===== src/rtl/hazard_stall_ctrl_pkg.sv =====
// ============================================================================
// hazard_stall_ctrl_pkg
//   Shared types for the pipeline hazard/stall controller and the hazard
//   comparator: state encodings, output bundle and the state decode.
//   Revision: 1.0
// ============================================================================
`default_nettype none

package hazard_stall_ctrl_pkg;

  localparam int REG_W = 5;

  typedef enum logic [1:0] {
    HZ_RUN       = 2'd0,
    HZ_LOAD_USE  = 2'd1,
    HZ_MEM_WAIT  = 2'd2,
    HZ_FLUSH     = 2'd3
  } hz_state_e;

  typedef struct packed {
    logic stall_pc;
    logic stall_fd;
    logic stall_dx;
    logic stall_xm;
    logic flush_fd;
    logic flush_dx;
  } hz_ctrl_t;

  // Moore decode: every control output is a pure function of the state.
  function automatic hz_ctrl_t hz_decode(input hz_state_e st);
    hz_ctrl_t c;
    c = '0;
    case (st)
      HZ_LOAD_USE: begin
        c.stall_pc = 1'b1;
        c.stall_fd = 1'b1;
      end
      HZ_MEM_WAIT: begin
        c.stall_pc = 1'b1;
        c.stall_fd = 1'b1;
        c.stall_dx = 1'b1;
        c.stall_xm = 1'b1;
      end
      HZ_FLUSH: begin
        c.flush_fd = 1'b1;
        c.flush_dx = 1'b1;
      end
      default: c = '0;
    endcase
    return c;
  endfunction

endpackage

`default_nettype wire


===== src/rtl/hazard_stall_ctrl_cmp.sv =====
// ============================================================================
// hazard_cmp
//   Load-use hazard detector between the decode and execute stages.
//   Revision: 1.0
// ============================================================================
`default_nettype none

module hazard_cmp
  import hazard_stall_ctrl_pkg::*;
(
  input  logic [REG_W-1:0] rs1_i,
  input  logic [REG_W-1:0] rs2_i,
  input  logic             uses_rs2_i,
  input  logic [REG_W-1:0] rd_i,
  input  logic             is_load_i,
  output logic             lu_hz_o
);

  logic w_rd_nz;
  logic w_hit_rs1;
  logic w_hit_rs2;

  // x0 is hardwired to zero, so a load targeting it never creates a dependency.
  assign w_rd_nz   = (rd_i != '0);
  assign w_hit_rs1 = (rd_i == rs1_i);
  assign w_hit_rs2 = uses_rs2_i & (rd_i == rs2_i);
  assign lu_hz_o   = is_load_i & w_rd_nz & (w_hit_rs1 | w_hit_rs2);

endmodule

`default_nettype wire


===== src/rtl/hazard_stall_ctrl.sv =====
// ============================================================================
// hazard_stall_ctrl
//   Generates registered stall/flush controls for the PC and stage registers
//   from load-use hazards, multi-cycle dmem accesses and execute redirects.
//   Revision: 1.0
// ============================================================================
`default_nettype none

module hazard_stall_ctrl
  import hazard_stall_ctrl_pkg::*;
#(
  parameter int MEM_TIMEOUT = 64,
  parameter int CNT_W       = 32
) (
  input  logic             clk,
  input  logic             reset,
  input  logic [REG_W-1:0] id_rs1,
  input  logic [REG_W-1:0] id_rs2,
  input  logic             id_uses_rs2,
  input  logic [REG_W-1:0] ex_rd,
  input  logic             ex_is_load,
  input  logic             ex_redirect,
  input  logic             mem_req,
  input  logic             mem_ready,
  output logic             stall_pc,
  output logic             stall_fd,
  output logic             stall_dx,
  output logic             stall_xm,
  output logic             flush_fd,
  output logic             flush_dx,
  output logic             err_timeout,
  output logic [CNT_W-1:0] stall_cycles
);

  localparam int WAIT_W = (MEM_TIMEOUT > 1) ? $clog2(MEM_TIMEOUT) : 1;
  localparam logic [WAIT_W-1:0] WAIT_LAST = WAIT_W'(MEM_TIMEOUT - 1);

  hz_state_e         state_q, state_d;
  logic [WAIT_W-1:0] wait_q, wait_d;
  logic              pend_q, pend_d;
  logic              err_q, err_d;
  hz_ctrl_t          ctrl_q, ctrl_d;
  logic [CNT_W-1:0]  cnt_q, cnt_d;

  logic w_lu_hz;
  logic w_mem_stall;
  logic w_wait_exit;

  hazard_cmp u_cmp (
    .rs1_i      (id_rs1),
    .rs2_i      (id_rs2),
    .uses_rs2_i (id_uses_rs2),
    .rd_i       (ex_rd),
    .is_load_i  (ex_is_load),
    .lu_hz_o    (w_lu_hz)
  );

  assign w_mem_stall = mem_req & ~mem_ready;
  assign w_wait_exit = mem_ready | (wait_q == WAIT_LAST);

  always_comb begin
    state_d = state_q;
    wait_d  = wait_q;
    err_d   = 1'b0;
    // Redirects seen while a stall is in progress are remembered until a
    // FLUSH cycle can be issued.
    pend_d  = pend_q | ex_redirect;

    case (state_q)
      HZ_RUN: begin
        if (w_mem_stall) begin
          state_d = HZ_MEM_WAIT;
          wait_d  = '0;
        end else if (w_lu_hz) begin
          state_d = HZ_LOAD_USE;
        end else if (pend_d) begin
          state_d = HZ_FLUSH;
          pend_d  = 1'b0;
        end
      end
      HZ_LOAD_USE: begin
        if (pend_d) begin
          state_d = HZ_FLUSH;
          pend_d  = 1'b0;
        end else begin
          state_d = HZ_RUN;
        end
      end
      HZ_MEM_WAIT: begin
        if (w_wait_exit) begin
          wait_d = '0;
          err_d  = ~mem_ready;
          if (pend_d) begin
            state_d = HZ_FLUSH;
            pend_d  = 1'b0;
          end else begin
            state_d = HZ_RUN;
          end
        end else begin
          wait_d = wait_q + 1'b1;
        end
      end
      HZ_FLUSH: begin
        state_d = HZ_RUN;
      end
      default: begin
        state_d = HZ_RUN;
        wait_d  = '0;
        pend_d  = 1'b0;
      end
    endcase
  end

  assign ctrl_d = hz_decode(state_d);

  always_comb begin
    cnt_d = cnt_q;
    if (ctrl_q.stall_pc && (cnt_q != {CNT_W{1'b1}})) begin
      cnt_d = cnt_q + 1'b1;
    end
  end

  always_ff @(posedge clk) begin
    if (!reset) begin
      state_q <= HZ_RUN;
      wait_q  <= '0;
      pend_q  <= 1'b0;
      err_q   <= 1'b0;
      ctrl_q  <= '0;
      cnt_q   <= '0;
    end else begin
      state_q <= state_d;
      wait_q  <= wait_d;
      pend_q  <= pend_d;
      err_q   <= err_d;
      ctrl_q  <= ctrl_d;
      cnt_q   <= cnt_d;
    end
  end

  assign stall_pc     = ctrl_q.stall_pc;
  assign stall_fd     = ctrl_q.stall_fd;
  assign stall_dx     = ctrl_q.stall_dx;
  assign stall_xm     = ctrl_q.stall_xm;
  assign flush_fd     = ctrl_q.flush_fd;
  assign flush_dx     = ctrl_q.flush_dx;
  assign err_timeout  = err_q;
  assign stall_cycles = cnt_q;

endmodule

`default_nettype wire

===== config.mk =====
export PLATFORM = sky130hd
export DESIGN_NAME = hazard_stall_ctrl
export DESIGN_NICKNAME = d
export VERILOG_FILES = /design/src/rtl/hazard_stall_ctrl_pkg.sv /design/src/rtl/hazard_stall_ctrl_cmp.sv /design/src/rtl/hazard_stall_ctrl.sv
export SDC_FILE = /design/constraint.sdc
export NUM_CORES = 1
export LEC_CHECK = 0
export CAP_MARGIN = 10
export CORE_ASPECT_RATIO = 2
export CORE_MARGIN = 1
export CORE_UTILIZATION = 52
export DETAILED_ROUTE_END_ITERATION = 16
export PLACE_DENSITY_LB_ADDON = 0.15
export SLEW_MARGIN = 20
export SYNTH_ARGS = -nofsm -noshare
export SYNTH_HDL_FRONTEND = slang
export SYNTH_HIERARCHICAL = 1
export SYNTH_SLANG_ARGS = --single-unit

===== constraint.sdc =====
create_clock -name clk -period 3.8 [get_ports clk]
set_input_delay 1.14 -clock clk [delete_from_list [all_inputs] [get_ports clk]]
set_output_delay 1.14 -clock clk [all_outputs]
set_load 0.01 [all_outputs]

==> results.yml <==
power:
  p_per_area_nw_per_um2: 330
  leakage_nw: 1.02
  power.total_mw: 1.02
  ir_drop_mv: 0.277
synthesis:
  synth_cell_types: 46
  ys.flop_type: "dfxtp_1"
  yosysSeqAreaShare_pct: 38.0
  synthesis.area_um2: 2370
  yosysWarnings: 6
  synth_area_leader_cell: "dfxtp_1"
  yosysTopAreaCellShare_pct: 38.0
  netlist_instances: 288
  synth_nets: 314
  yosys-top-cells-area: "dfxtp_1 38%, a21oi_1 5.7%, xor2_1 5.2%, nor2_1 4.4%, o21ai_0 3.8%"
  async_flop_share_pct: 0
  syn_avg_cell_area_um2: 8.22
  ys_ff_latch: 45
  synth_edf_count: 0
global_route:
  antenna_found_initial: 0
  grt_max_degree: 24
  top_usage_layer: "met2"
  grt_pass1_wl_mm: 9.60
  use_met2_pct: 49.8
  use_met1_pct: 24.0
  grt.overflow.total: 0
  track_usage_pct: 25.1
  grt_pass1_vias: 2248
  met3_usage_pct: 4.85
hold_path:
  whs_endpoint: "stall_cycles[23]"
  hold_path_depth: 2
  hold_class: "reg2reg"
  hold_path_startpoint: "stall_cycles[23]"
route:
  drc: 0
  drtAntennaViolNets: 0
  vias: 2361
  drt-total-wl_mm: 5.75
  avgRoutedWirePerCell_um: 14.5
  drtIter0Drc: 43
  avgViaCountPerCell: 5.95
  first_pass_iters: 4
clock_tree:
  cts.sinks: 45
  cts_tree: "yes"
  hold_buffers: 0
  htree_num_levels: 2
  ctsResizeCount: 0
  clk_path_buf_depth: 2
  ctsRootBufferMaster: "clkbuf_8"
  cts_made_buffers: 5
  clock_latency_ns: 0.31
  clk_pin_slew_ns: 0.08
  cts_setup_buffers: 0
worst_setup_path:
  cp_top_family: "simple AND/OR/NAND/NOR gates"
  cp_max_fo: 3
  worstPathRequired_ns: 4.04
  r2r_cells: 6
  r2r-start: "stall_cycles[0]"
  worstSetupEndpointType: "flip-flop"
  crit_slowest_cell: "clkdlybuf4s50_1"
  cpMostUsedCell: "a21oi_1"
  worstSetupPathDepth: 9
  reg2reg_to: "stall_cycles[22]"
  path_class: "in2reg"
  crit_buf_inv: 1
  r2r_slack_ns: 1.18
  cp_cell_sequence: "clkdlybuf4s50_1 > xor2_1 > nor4_2 > nand3_1 > a21oi_1 > a21oi_1 > or3_1 > ha_1 > nor2_1"
  slowest_delay_ns: 0.47
  crit_path_start_kind: "input port"
  worstPathArrival_ns: 3.32
sta:
  setup_tns_ns: 0
  setup_viol: 0
  rsz0062_at_grt: "no"
  setup_ws_ns: 0.720
  timing.final.crit_share_pct: 81.0
  whs_ns: 0.506
  finalMaxSlewViolations: 0
  fmax_mhz: 325
  finalHoldViolations: 0
  fin_skew_ns: 0.0123
  tightest_slew_ns: 0.545
  period_needed_ns: 3.08
  slew_headroom_pct: 63.5
finish:
  drive_above_1_share_pct: 4.37
  diodes: 0
  final_util_pct: 71.2
  finalNonFillerCells: 397
  multi_input_area_um2: 1370
  design_area_um2: 3090
  nNetsFinal: 369
  area_growth_pct: 30.4
  num-fill-cells: 366
  ff_latch_area_um2: 901
floorplanning:
  coreArea_um2: 4340
  die_x_um: 49.7
  ios: 61
  row_count: 34
  initial_core_util_pct: 54.6
  die_area_um2: 4840
  chipHeight_um: 97.4
place:
  gp_congestion: 0.801
  portBuffers: 60
  dpl.cell_count: 390
  dp_hpwl_mm: 4.37
  dp_slack_ns: 0.394
  postPlaceCellArea_um2: 2980
outcome:
  outcome: "complete, no violations"
job:
  max_cap_viol_count: 0
[cell usage after synthesis, types with 2 or more instances]
cell type,number
o21a_1,3
a21oi_1,27
o2111ai_1,3
nand2_1,14
o31ai_1,6
nand4_1,13
nor2b_1,2
or3_1,12
o21ai_0,18
mux2i_1,5
inv_1,7
nor3b_1,2
xor2_1,14
nor2_1,28
dfxtp_1,45
o211ai_1,3
or4_1,10
nor3_1,3
a211oi_1,2
and4_1,2
or2_2,2
nand3_1,15
buf_2,2
and3_1,5
nand2b_1,5
clkbuf_1,8
ha_1,4
xnor2_1,5
buf_4,3
and2_1,4
[how the worst max path moves through the flow]
| stage | from | endpoint | slack (ns) |
|---|---|---|---|
| after floorplan | ex_rd[3] | stall_pc | 1.06 |
| after global routing | ex_rd[0] | stall_pc | 0.53 |
| after global placement | ex_rd[0] | stall_pc | 0.48 |
| final | ex_rd[0] | stall_pc | 0.72 |
| after detailed placement | ex_rd[0] | stall_pc | 0.39 |
| after CTS | ex_rd[0] | stall_pc | 0.70 |
[cell families (layout without fill, tap and decap cells)]
kind of cell               Yosys count  count (layout)  synth area share (%)
muxes                                5               5                  2.11
AOI/OAI and AO/OA                   69              69                  17.3
buffers and inverters               22              77                  4.12
DFF                                 45              45                  38.0
xor gates and xnor gates            19              19                  7.03
and+or+nand+nor                    124             124                  29.3
adders and majority gates            4               4                  2.11
[per-layer routing]
| layer | vias to the layer above | routed length (µm) |
|---|---|---|
| met4 | 0 | 73 |
| met5 | - | 0 |
| met3 | 7 | 198 |
| met2 | 52 | 3370 |
| met1 | 1141 | 2110 |
| li1 | 1161 | - |
[report_power, final]
part	switching, mW	internal (mW)	leakage [nW]
Combinational	0.0769	0.0800	0.604
Clock	0.164	0.191	0.0540
Sequential	0.0230	0.485	0.364
Total	0.264	0.756	1.02
[cell usage in the layout (no fill, tap or decap), types with 2 or more instances in the layout]
cell / Yosys / layout
xnor2_1: 5 / 5
buf_4: 3 / 2
nand2b_1: 5 / 5
nand3_1: 15 / 15
inv_1: 7 / 7
and2_1: 4 / 4
a211oi_1: 2 / 2
nor2b_1: 2 / 2
clkbuf_8: 0 / 5
ha_1: 4 / 4
o21ai_1: 1 / 2
xor2_1: 14 / 14
nor3b_1: 2 / 2
o211ai_1: 3 / 3
clkdlybuf4s50_1: 0 / 60
nand4_1: 13 / 13
o31ai_1: 6 / 6
or3_1: 12 / 12
and4_1: 2 / 2
or4_1: 10 / 10
o21a_1: 3 / 3
o21ai_0: 18 / 17
o2111ai_1: 3 / 3
nand2_1: 14 / 14
a21oi_1: 27 / 27
mux2i_1: 5 / 5
dfxtp_1: 45 / 45
nor2_1: 28 / 28
or2_2: 2 / 2
nor3_1: 3 / 3
and3_1: 5 / 5
[sequential cells by signal, summed over array words and instances, names as in the netlist]
signal,cells
err_timeout,1
wait_q,6
pend_q,1
stall_dx,1
stall_cycles,32
flush_fd,1
stall_pc,1
state_q,2
[worst reg2reg max path, delay by kind of cell (launching register included)]
kind	cells	cell delay [ns]
adder cells (fa/ha/maj)	1	0.29
AO/OA/AOI/OAI	1	0.15
AND/OR/NAND/NOR	4	1.68
flip-flops	1	0.44
[layout make-up]
type	instances	area share, %
multi-input combinational	221	44.4
sequential	45	29.2
timing repair buffer	62	19.9
clock buffer	5	2.23
tap	54	2.19
clock inverter	2	1.13
inverter	8	0.972
(Power assumes the default switching activity.)
